==> src/rtl/pipe_ctrl_pkg.sv <==
`default_nettype none
// ============================================================================
// Module      : pipe_ctrl_pkg
// Description : Shared types and width defaults for the pipeline hazard
//               controller and its optional performance counters.
// Revision    : 1.0 - initial release
// ============================================================================
package pipe_ctrl_pkg;

  localparam int PC_W_DEF = 22;
  localparam int RA_W_DEF = 5;

  // Hazard controller sequencing states
  typedef enum logic [1:0] {
    RUN      = 2'd0,
    MEM_WAIT = 2'd1,
    REDIRECT = 2'd2
  } hz_state_e;

endpackage : pipe_ctrl_pkg
`default_nettype wire

==> src/rtl/hazard_perf_cnt.sv <==
`default_nettype none
// ============================================================================
// Module      : hazard_perf_cnt
// Description : Saturating event counters for stall and redirect cycles.
//               Built only when HAZARD_PERF_CNT_EN is defined.
// Revision    : 1.0 - initial release
// ============================================================================
module hazard_perf_cnt
  import pipe_ctrl_pkg::*;
(
  input  logic        clk,
  input  logic        rst_n,
  input  logic        stall_evt,
  input  logic        redirect_evt,
  output logic [31:0] stall_cycles,
  output logic [15:0] redirect_cnt
);

  logic [31:0] stall_cycles_q, stall_cycles_d;
  logic [15:0] redirect_cnt_q, redirect_cnt_d;

  // Next-count: increment on event, hold at all-ones once saturated
  always_comb begin
    stall_cycles_d = stall_cycles_q;
    redirect_cnt_d = redirect_cnt_q;
    if (stall_evt && (stall_cycles_q != 32'hFFFF_FFFF)) begin
      stall_cycles_d = stall_cycles_q + 32'd1;
    end
    if (redirect_evt && (redirect_cnt_q != 16'hFFFF)) begin
      redirect_cnt_d = redirect_cnt_q + 16'd1;
    end
  end

  // Counter registers, cleared by the asynchronous reset
  always_ff @(posedge clk or negedge rst_n) begin
    if (!rst_n) begin
      stall_cycles_q <= '0;
      redirect_cnt_q <= '0;
    end else begin
      stall_cycles_q <= stall_cycles_d;
      redirect_cnt_q <= redirect_cnt_d;
    end
  end

  assign stall_cycles = stall_cycles_q;
  assign redirect_cnt = redirect_cnt_q;

endmodule : hazard_perf_cnt
`default_nettype wire

==> src/rtl/pipeline_hazard_ctrl.sv <==
`default_nettype none
// ============================================================================
// Module      : pipeline_hazard_ctrl
// Description : Stall / flush / PC-redirect control for a 5-stage pipeline.
//               Memory stall beats branch redirect beats load-use. A branch
//               taken while a memory wait begins is held pending and replayed
//               once the access completes.
//               Optional: define HAZARD_PERF_CNT_EN to add stall/redirect
//               performance counter outputs.
// Revision    : 1.0 - initial release
// ============================================================================
module pipeline_hazard_ctrl
  import pipe_ctrl_pkg::*;
#(
  parameter int PC_W = PC_W_DEF,
  parameter int RA_W = RA_W_DEF
) (
  input  logic            clk,
  input  logic            rst_n,
  input  logic [RA_W-1:0] rs_ID,
  input  logic [RA_W-1:0] rt_ID,
  input  logic            use_rs_ID,
  input  logic            use_rt_ID,
  input  logic            mem_rd_EX,
  input  logic [RA_W-1:0] rd_EX,
  input  logic            branch_taken_EX,
  input  logic [PC_W-1:0] branch_tgt_EX,
  input  logic            dmem_req_MEM,
  input  logic            dmem_ack_MEM,
  output logic            stall_PC,
  output logic            stall_IF_ID,
  output logic            stall_ID_EX,
  output logic            stall_EX_MEM,
  output logic            flush_IF_ID,
  output logic            flush_ID_EX,
  output logic            pc_redirect,
`ifdef HAZARD_PERF_CNT_EN
  output logic [PC_W-1:0] pc_redirect_tgt,
  output logic [31:0]     stall_cycles,
  output logic [15:0]     redirect_cnt
`else
  output logic [PC_W-1:0] pc_redirect_tgt
`endif
);

  hz_state_e       state_q, state_d;
  logic            pend_vld_q, pend_vld_d;
  logic [PC_W-1:0] pend_tgt_q, pend_tgt_d;

  logic            load_use;
  logic            mem_stall;
  logic            stall_all;
  logic            ld_stall;
  logic            redir;
  logic [PC_W-1:0] redir_tgt;

  // A load in EX feeding a source read in ID; r0 never creates a hazard
  assign load_use = mem_rd_EX && (rd_EX != '0) &&
                    ((use_rs_ID && (rs_ID == rd_EX)) ||
                     (use_rt_ID && (rt_ID == rd_EX)));

  assign mem_stall = dmem_req_MEM && !dmem_ack_MEM;

  // Next-state, pending-target capture and raw control outputs
  always_comb begin
    state_d    = state_q;
    pend_vld_d = pend_vld_q;
    pend_tgt_d = pend_tgt_q;
    stall_all  = 1'b0;
    ld_stall   = 1'b0;
    redir      = 1'b0;
    redir_tgt  = '0;
    unique case (state_q)
      RUN: begin
        if (mem_stall) begin
          // Freeze everything; a coincident branch is remembered, not lost
          stall_all = 1'b1;
          state_d   = MEM_WAIT;
          if (branch_taken_EX) begin
            pend_vld_d = 1'b1;
            pend_tgt_d = branch_tgt_EX;
          end
        end else if (branch_taken_EX) begin
          redir     = 1'b1;
          redir_tgt = branch_tgt_EX;
        end else if (load_use) begin
          ld_stall = 1'b1;
        end
      end
      MEM_WAIT: begin
        if (!dmem_ack_MEM) begin
          stall_all = 1'b1;
        end else begin
          state_d = pend_vld_q ? REDIRECT : RUN;
        end
      end
      REDIRECT: begin
        redir      = 1'b1;
        redir_tgt  = pend_tgt_q;
        pend_vld_d = 1'b0;
        state_d    = RUN;
      end
      default: begin
        state_d    = RUN;
        pend_vld_d = 1'b0;
      end
    endcase
  end

  // State and pending-branch registers
  always_ff @(posedge clk or negedge rst_n) begin
    if (!rst_n) begin
      state_q    <= RUN;
      pend_vld_q <= 1'b0;
      pend_tgt_q <= '0;
    end else begin
      state_q    <= state_d;
      pend_vld_q <= pend_vld_d;
      pend_tgt_q <= pend_tgt_d;
    end
  end

  // Outputs are forced low while reset is held, whatever the inputs do
  assign stall_PC        = rst_n & (stall_all | ld_stall);
  assign stall_IF_ID     = rst_n & (stall_all | ld_stall);
  assign stall_ID_EX     = rst_n & stall_all;
  assign stall_EX_MEM    = rst_n & stall_all;
  assign flush_IF_ID     = rst_n & redir;
  assign flush_ID_EX     = rst_n & (redir | ld_stall);
  assign pc_redirect     = rst_n & redir;
  assign pc_redirect_tgt = rst_n ? redir_tgt : '0;

`ifdef HAZARD_PERF_CNT_EN
  hazard_perf_cnt u_perf_cnt (
    .clk          (clk),
    .rst_n        (rst_n),
    .stall_evt    (stall_PC),
    .redirect_evt (pc_redirect),
    .stall_cycles (stall_cycles),
    .redirect_cnt (redirect_cnt)
  );
`endif

endmodule : pipeline_hazard_ctrl
`default_nettype wire

==> config.mk <==
export PLATFORM = sky130hd
export DESIGN_NAME = pipeline_hazard_ctrl
export DESIGN_NICKNAME = d
export VERILOG_FILES = /design/src/rtl/pipe_ctrl_pkg.sv /design/src/rtl/hazard_perf_cnt.sv /design/src/rtl/pipeline_hazard_ctrl.sv
export SDC_FILE = /design/constraint.sdc
export NUM_CORES = 1
export LEC_CHECK = 0
export CAP_MARGIN = 20
export CORE_AREA = 4 4 68 70
export DETAILED_ROUTE_END_ITERATION = 8
export DIE_AREA = 0 0 72 74
export PLACE_DENSITY_LB_ADDON = 0.25
export SETUP_SLACK_MARGIN = 0.1
export SLEW_MARGIN = 25
export SYNTH_ARGS = -nofsm -noshare
export SYNTH_HDL_FRONTEND = slang
export SYNTH_SLANG_ARGS = --single-unit
==> constraint.sdc <==
create_clock -name clk -period 1.8 [get_ports clk]
set_input_delay 0.36 -clock clk [delete_from_list [all_inputs] [get_ports clk]]
set_output_delay 0.36 -clock clk [all_outputs]
set_load 0.005 [all_outputs]
Word-level counts from Yosys, hierarchy flattened
Index checks and enable logic that the tools add are counted.

Logic and storage cells: 50. Bits in registers: 25. Bits in read-only memories: 0. Bits in latches: 0. Memories kept: 0. Output and inout port bits: 29. Bits in writable memories: 0.

Shift operators: 0. Mux-type cells: 21. Bitwise gates (word level): 7. Add/subtract/negate cells: 0. Magnitude comparators: 0. Divide/modulo/power cells: 0. Equal/unequal tests: 7. Reductions and logical operators: 12. Multiply operators: 0.

Operator list (number): $mux 22 (3); $pmux 22 s2 (1); $eq 5x5->1 (2); $mux 1 (10); $mux 2 (3); $ne 2x2->1 const B (3); $pmux 1 s2 (3); $reduce_and 3->1 (2); $logic_and 1x1->1 (5); $reduce_bool 5->1 (1); $and 1x1->1 (4); $pmux 2 s2 (1); $eq 2x1->1 const B (1); $eq 2x2->1 const B (1); $logic_not 2->1 (1); $or 1x1->1 (2); $reduce_and 2->1 (1); $logic_not 1->1 (1); $logic_or 1x1->1 (1); $not 1->1 (1).

Logic depth before layout (Yosys ltp)
Depth after elaboration: 10. Mapped depth: 6. Mapped depth without buffers: 4.

Least setup slack after synthesis
No wires, ideal clock.

Path type: reg2out. Start point: register state_q[0]. End point: output port stall_PC. Arrival: 1.404 ns. Path buffers: 2. Required time: 1.440 ns. Cell stages (with the launch flop): 7. Slack: 0.036 ns. Cells stage by stage: dfrtp_1 -> nand2b_1 -> clkbuf_1 -> nor4_1 -> o21ai_1 -> o21bai_1 -> buf_4.

Word-level cells in the longest chain between the ends: 4.

Ends and longest elaborated chain: from (decl) (RTL line pipeline_hazard_ctrl.sv:46) `hz_state_e state_q, state_d;`; from (signal assigned) (RTL line pipeline_hazard_ctrl.sv:117) `state_q <= state_d;`; $eq 2x1->1 or $logic_not 2->1 (tied branches) (RTL line pipeline_hazard_ctrl.sv:73) `unique case (state_q)`; $pmux 1 s2 or $mux 1 (tied branches) (RTL line pipeline_hazard_ctrl.sv:73); $or 1x1->1 *; $and 1x1->1 *; to (decl) (RTL line pipeline_hazard_ctrl.sv:30) `output logic stall_PC,`.

Every way passes the cells marked *; elsewhere a longest branch is shown, timed or not.

Worst setup path after layout
Start point: register state_q[1]. End point: output port flush_ID_EX.

Word-level cells in the longest chain between the ends: 4.

Ends and longest elaborated chain: $eq 2x2->1 or $logic_not 2->1 (tied branches) (RTL line pipeline_hazard_ctrl.sv:73); $pmux 1 s2 or $mux 1 (tied branches) (RTL line pipeline_hazard_ctrl.sv:73); $or 1x1->1 * (RTL line pipeline_hazard_ctrl.sv:129) `assign flush_ID_EX = rst_n & (redir | ld_stall);`; $and 1x1->1 * (RTL line pipeline_hazard_ctrl.sv:129); to (decl) (RTL line pipeline_hazard_ctrl.sv:35) `output logic flush_ID_EX,`.

Marked as above.

==> impl_results.md <==
* Detailed Place HPWL at around 3100 um
* CP endpoint kind: primary output
* Syn Nets at 185
* IO buf count at 73
* Overall routing resource usage at 0.1753
* Leading area contributor after synthesis: dfrtp_1
* # H-tree levels at 1
* Area after DPL at 2338 um^2
* Initial detailed-routing violation count at between 40 and 50
* Post-CTS Hold Fix Bufs at 0
* Crit-path max cell delay at 400 ps
* Cts bufs inserted at 3
* Worst setup path class: flip-flop to primary output
* Syn Area/Cell at 11.23 um^2
* Worst min path class: primary input to async pin
* Worst-path maximum fanout at 4
* Initial Util at 0.3957
* Util after Layout at 0.6355
* Pwr Density at 712.8 nW/um^2
* Failing checks: setup timing
* Skew final at roughly 7.6 ps
* Crit path max-delay cell type: dfrtp_1
* Post-Syn Instances at between 100 and 150
* Layout Area Growth over Synthesis at 60.59%
* CTS tree: done
* Vias in the first global route at 1526
* Yosys reg bits at 25
* Mean routed wirelength per cell at 17.16 um
* Startpoint Class: flip-flop
* Initial antenna violation count at 0
* Post-synth cell types at 29
* Status: complete, but fails checks
* Relative slew slack at 0.6724
* Num ports at 74
* Antenna cells at 0
* Drc violations at 0
* Fin area at around 2500 um^2
* Synth warnings at 0
* FILL cells at 311
* CP required at between 1000 and 1500 ps
* Die area at approximately 5300 um^2
* Clock latency on the worst-skew pair at 260 ps
* Period minus WS final at just over 2000 ps
* Clock sinks at 25
* Core box area at between 3000 and 4000 um^2
* Fin worst setup slack at -263.1 ps
* Fin cells at roughly 280
* Vias at between 1000 and 1500
* Drt first pass iters at 4
* Storage element area at 626.9 um^2
* Row Count at 23
* Pleak at 1.177 nW
* Largest net degree at the start of global routing at 26
* Share of the synthesized area in the top cell type at 0.3981
* Clk buf depth at 2
* Mapped Area at 1572 um^2
* Setup violations, final at 29
* Die width at 72 um
* Maximum VDD drop at approximately 330 uV
* Final-report hold violation count at 0
* Cells along the critical path: buf_6 -> nor4b_4 -> buf_4 -> buf_4 -> buf_6 -> nor2_2 -> o22ai_1 -> buf_2
* Dpl cells at 259
* Vertical die dimension at 74 um
* Vias per Instance at 5.211
* Final nets at 271
* CP arrival at about 1700 ps
* Tot Pwr at between 0.0015 and 0.002 W
* Clock Pin Slew Worst Setup and Hold Paths at 90 ps
* Post-route ant nets at 0
* Slew @ Worst Pin at 491.4 ps
* CTS root buf: clkbuf_8
* Fin. max-slew vios at 0
* Placer Congestion at 0.8567
* Max-cap viol count at 0
* RSZ-0062 raised after global routing: true
* Drt total wl at 4719 um
* Share of cells above drive strength 1 at 0.4889
* Global route overflow at 0
* First-pass GRT wire length at 7258 um
* Period utilisation layout at 1.146
* Fmax at 484.7 MHz
* Post-synthesis sequential area ratio at 0.3981
* Top post-synthesis cells by area: dfrtp_1, mux2_4, a22oi_1, nor2_1, xor2_1
* Register-to-register setup slack at 110 ps
* Multi-input logic area at 992.2 um^2
## power by group
group          internal (W)  total, W  switching, W  leakage [nW]
combinational      0.000414  0.000659      0.000245         0.854
sequential         0.000709  0.000814      0.000104         0.298
clock              0.000154  0.000326      0.000172        0.0255
total               0.00128   0.00180      0.000521          1.18
## what timing repair did
item                       4_1_cts  5_1_grt
pin swaps                       28       37
cloned                           3        0
buffers inserted                 6        4
setup endpoints to repair       31       29
resized for setup              154       32
## layer usage
metal | vias to the layer above | part of all wire | GRT usage
met2 | 63 | 0.53 | 0.3296
li1 | 674 | - | -
met3 | 2 | 0.071 | 0.02432
met1 | 694 | 0.39 | 0.2054
met5 | - | 0 | 0
met4 | 0 | 0.0083 | 0.05846
## cell type report
cell class / count / share of cell area
well taps: 50 / 0.02479
multi-input cells: 101 / 0.3932
repair buffers: 94 / 0.3138
clock buffers: 3 / 0.01636
flip-flops and latches: 25 / 0.2484
inverters: 1 / 0.001487
clock inverters: 1 / 0.001983
## per-stage QoR
| stage | setup slack, ps | hold slack (ps) | TNS (ps) |
|---|---|---|---|
| after floorplan | 155.1 | 64.41 | 0 |
| after global placement | -732.7 | 486.4 | -23120 |
| after detailed placement | -790.3 | 496.2 | -24980 |
| after CTS | -254.0 | 391.3 | -5586 |
| after global routing | -367.7 | 418.2 | -8341 |
| final | -263.1 | 396.2 | -5901 |
## state kept, by name, summed over array words and instances, names as in the netlist
name        flops
pend_tgt_q     22
state_q         2
pend_vld_q      1
## cells in the final DEF (no fill, tap or decap), drive strengths merged
master         instances
and2b                  2
and2                   2
xor2                   8
o22ai                  1
o21ai                  1
and4b                  1
dfrtp                 25
a32oi                  1
inv                    1
a22oi                 22
clkdlybuf4s15          5
nor2b                  1
clkinv                 1
clkdlybuf4s50         25
buf                   46
o21bai                 1
nor3                   2
nand2                  1
clkbuf                 8
a31oi                  1
xnor2                  2
dlygate4sd2            7
nand2b                 2
mux2                  22
nor4b                  1
dlymetal6s2s           6
nor2                  26
nor4                   3
or4                    1
## path summary, 6_finish.rpt
path | endpoint | depth (start not counted) | from
setup / recovery | flush_ID_EX | 8 | state_q[1]$_DFFE_PN0P_
min in group clk | state_q[0]$_DFFE_PN0P_ | 3 | dmem_req_MEM
hold / removal | state_q[0]$_DFFE_PN0P_ | 3 | rst_n
hold reg to reg | pend_tgt_q[21]$_DFFE_PN0P_ | 1 | pend_tgt_q[21]$_DFFE_PN0P_
setup reg to reg | pend_tgt_q[20]$_DFFE_PN0P_ | 6 | state_q[0]$_DFFE_PN0P_
max in group asynchronous | state_q[0]$_DFFE_PN0P_ | 3 | rst_n
## cell usage after synthesis
cell	count
mux2_4	20
o22ai_1	1
nand2b_1	2
nor3_1	2
and2_1	1
o21ai_1	1
buf_4	3
dfrtp_1	25
inv_2	1
nor4b_4	1
xnor2_1	2
and2b_2	1
a32oi_1	1
mux2_2	2
a31oi_1	1
and2_0	1
a22oi_1	22
or4_1	1
o21bai_1	1
nor4_1	3
buf_2	2
buf_12	2
nor2b_4	1
clkbuf_1	5
xor2_1	8
buf_6	2
and4b_1	1
nor2_1	26
nand2_1	1
## cell families (layout without fill, tap and decap cells)
| group | count (synthesis) | in the layout | share of synthesized area |
|---|---|---|---|
| buffers and inverters | 15 | 99 | 0.07484 |
| multiplexers | 22 | 22 | 0.2054 |
| AO/OA/AOI/OAI | 27 | 27 | 0.1266 |
| AND/OR/NAND/NOR | 41 | 42 | 0.1393 |
| flip-flops | 25 | 25 | 0.3981 |
| XOR/XNOR | 10 | 10 | 0.05574 |
## critical path: cells and delay by family (launching register included)
family | cells | cell delay (ps)
AO/OA/AOI/OAI | 1 | 180
buffers and inverters | 5 | 630
flip-flops | 1 | 400
AND/OR/NAND/NOR | 2 | 220
No activity file was read; power rests on OpenSTA's default activity.
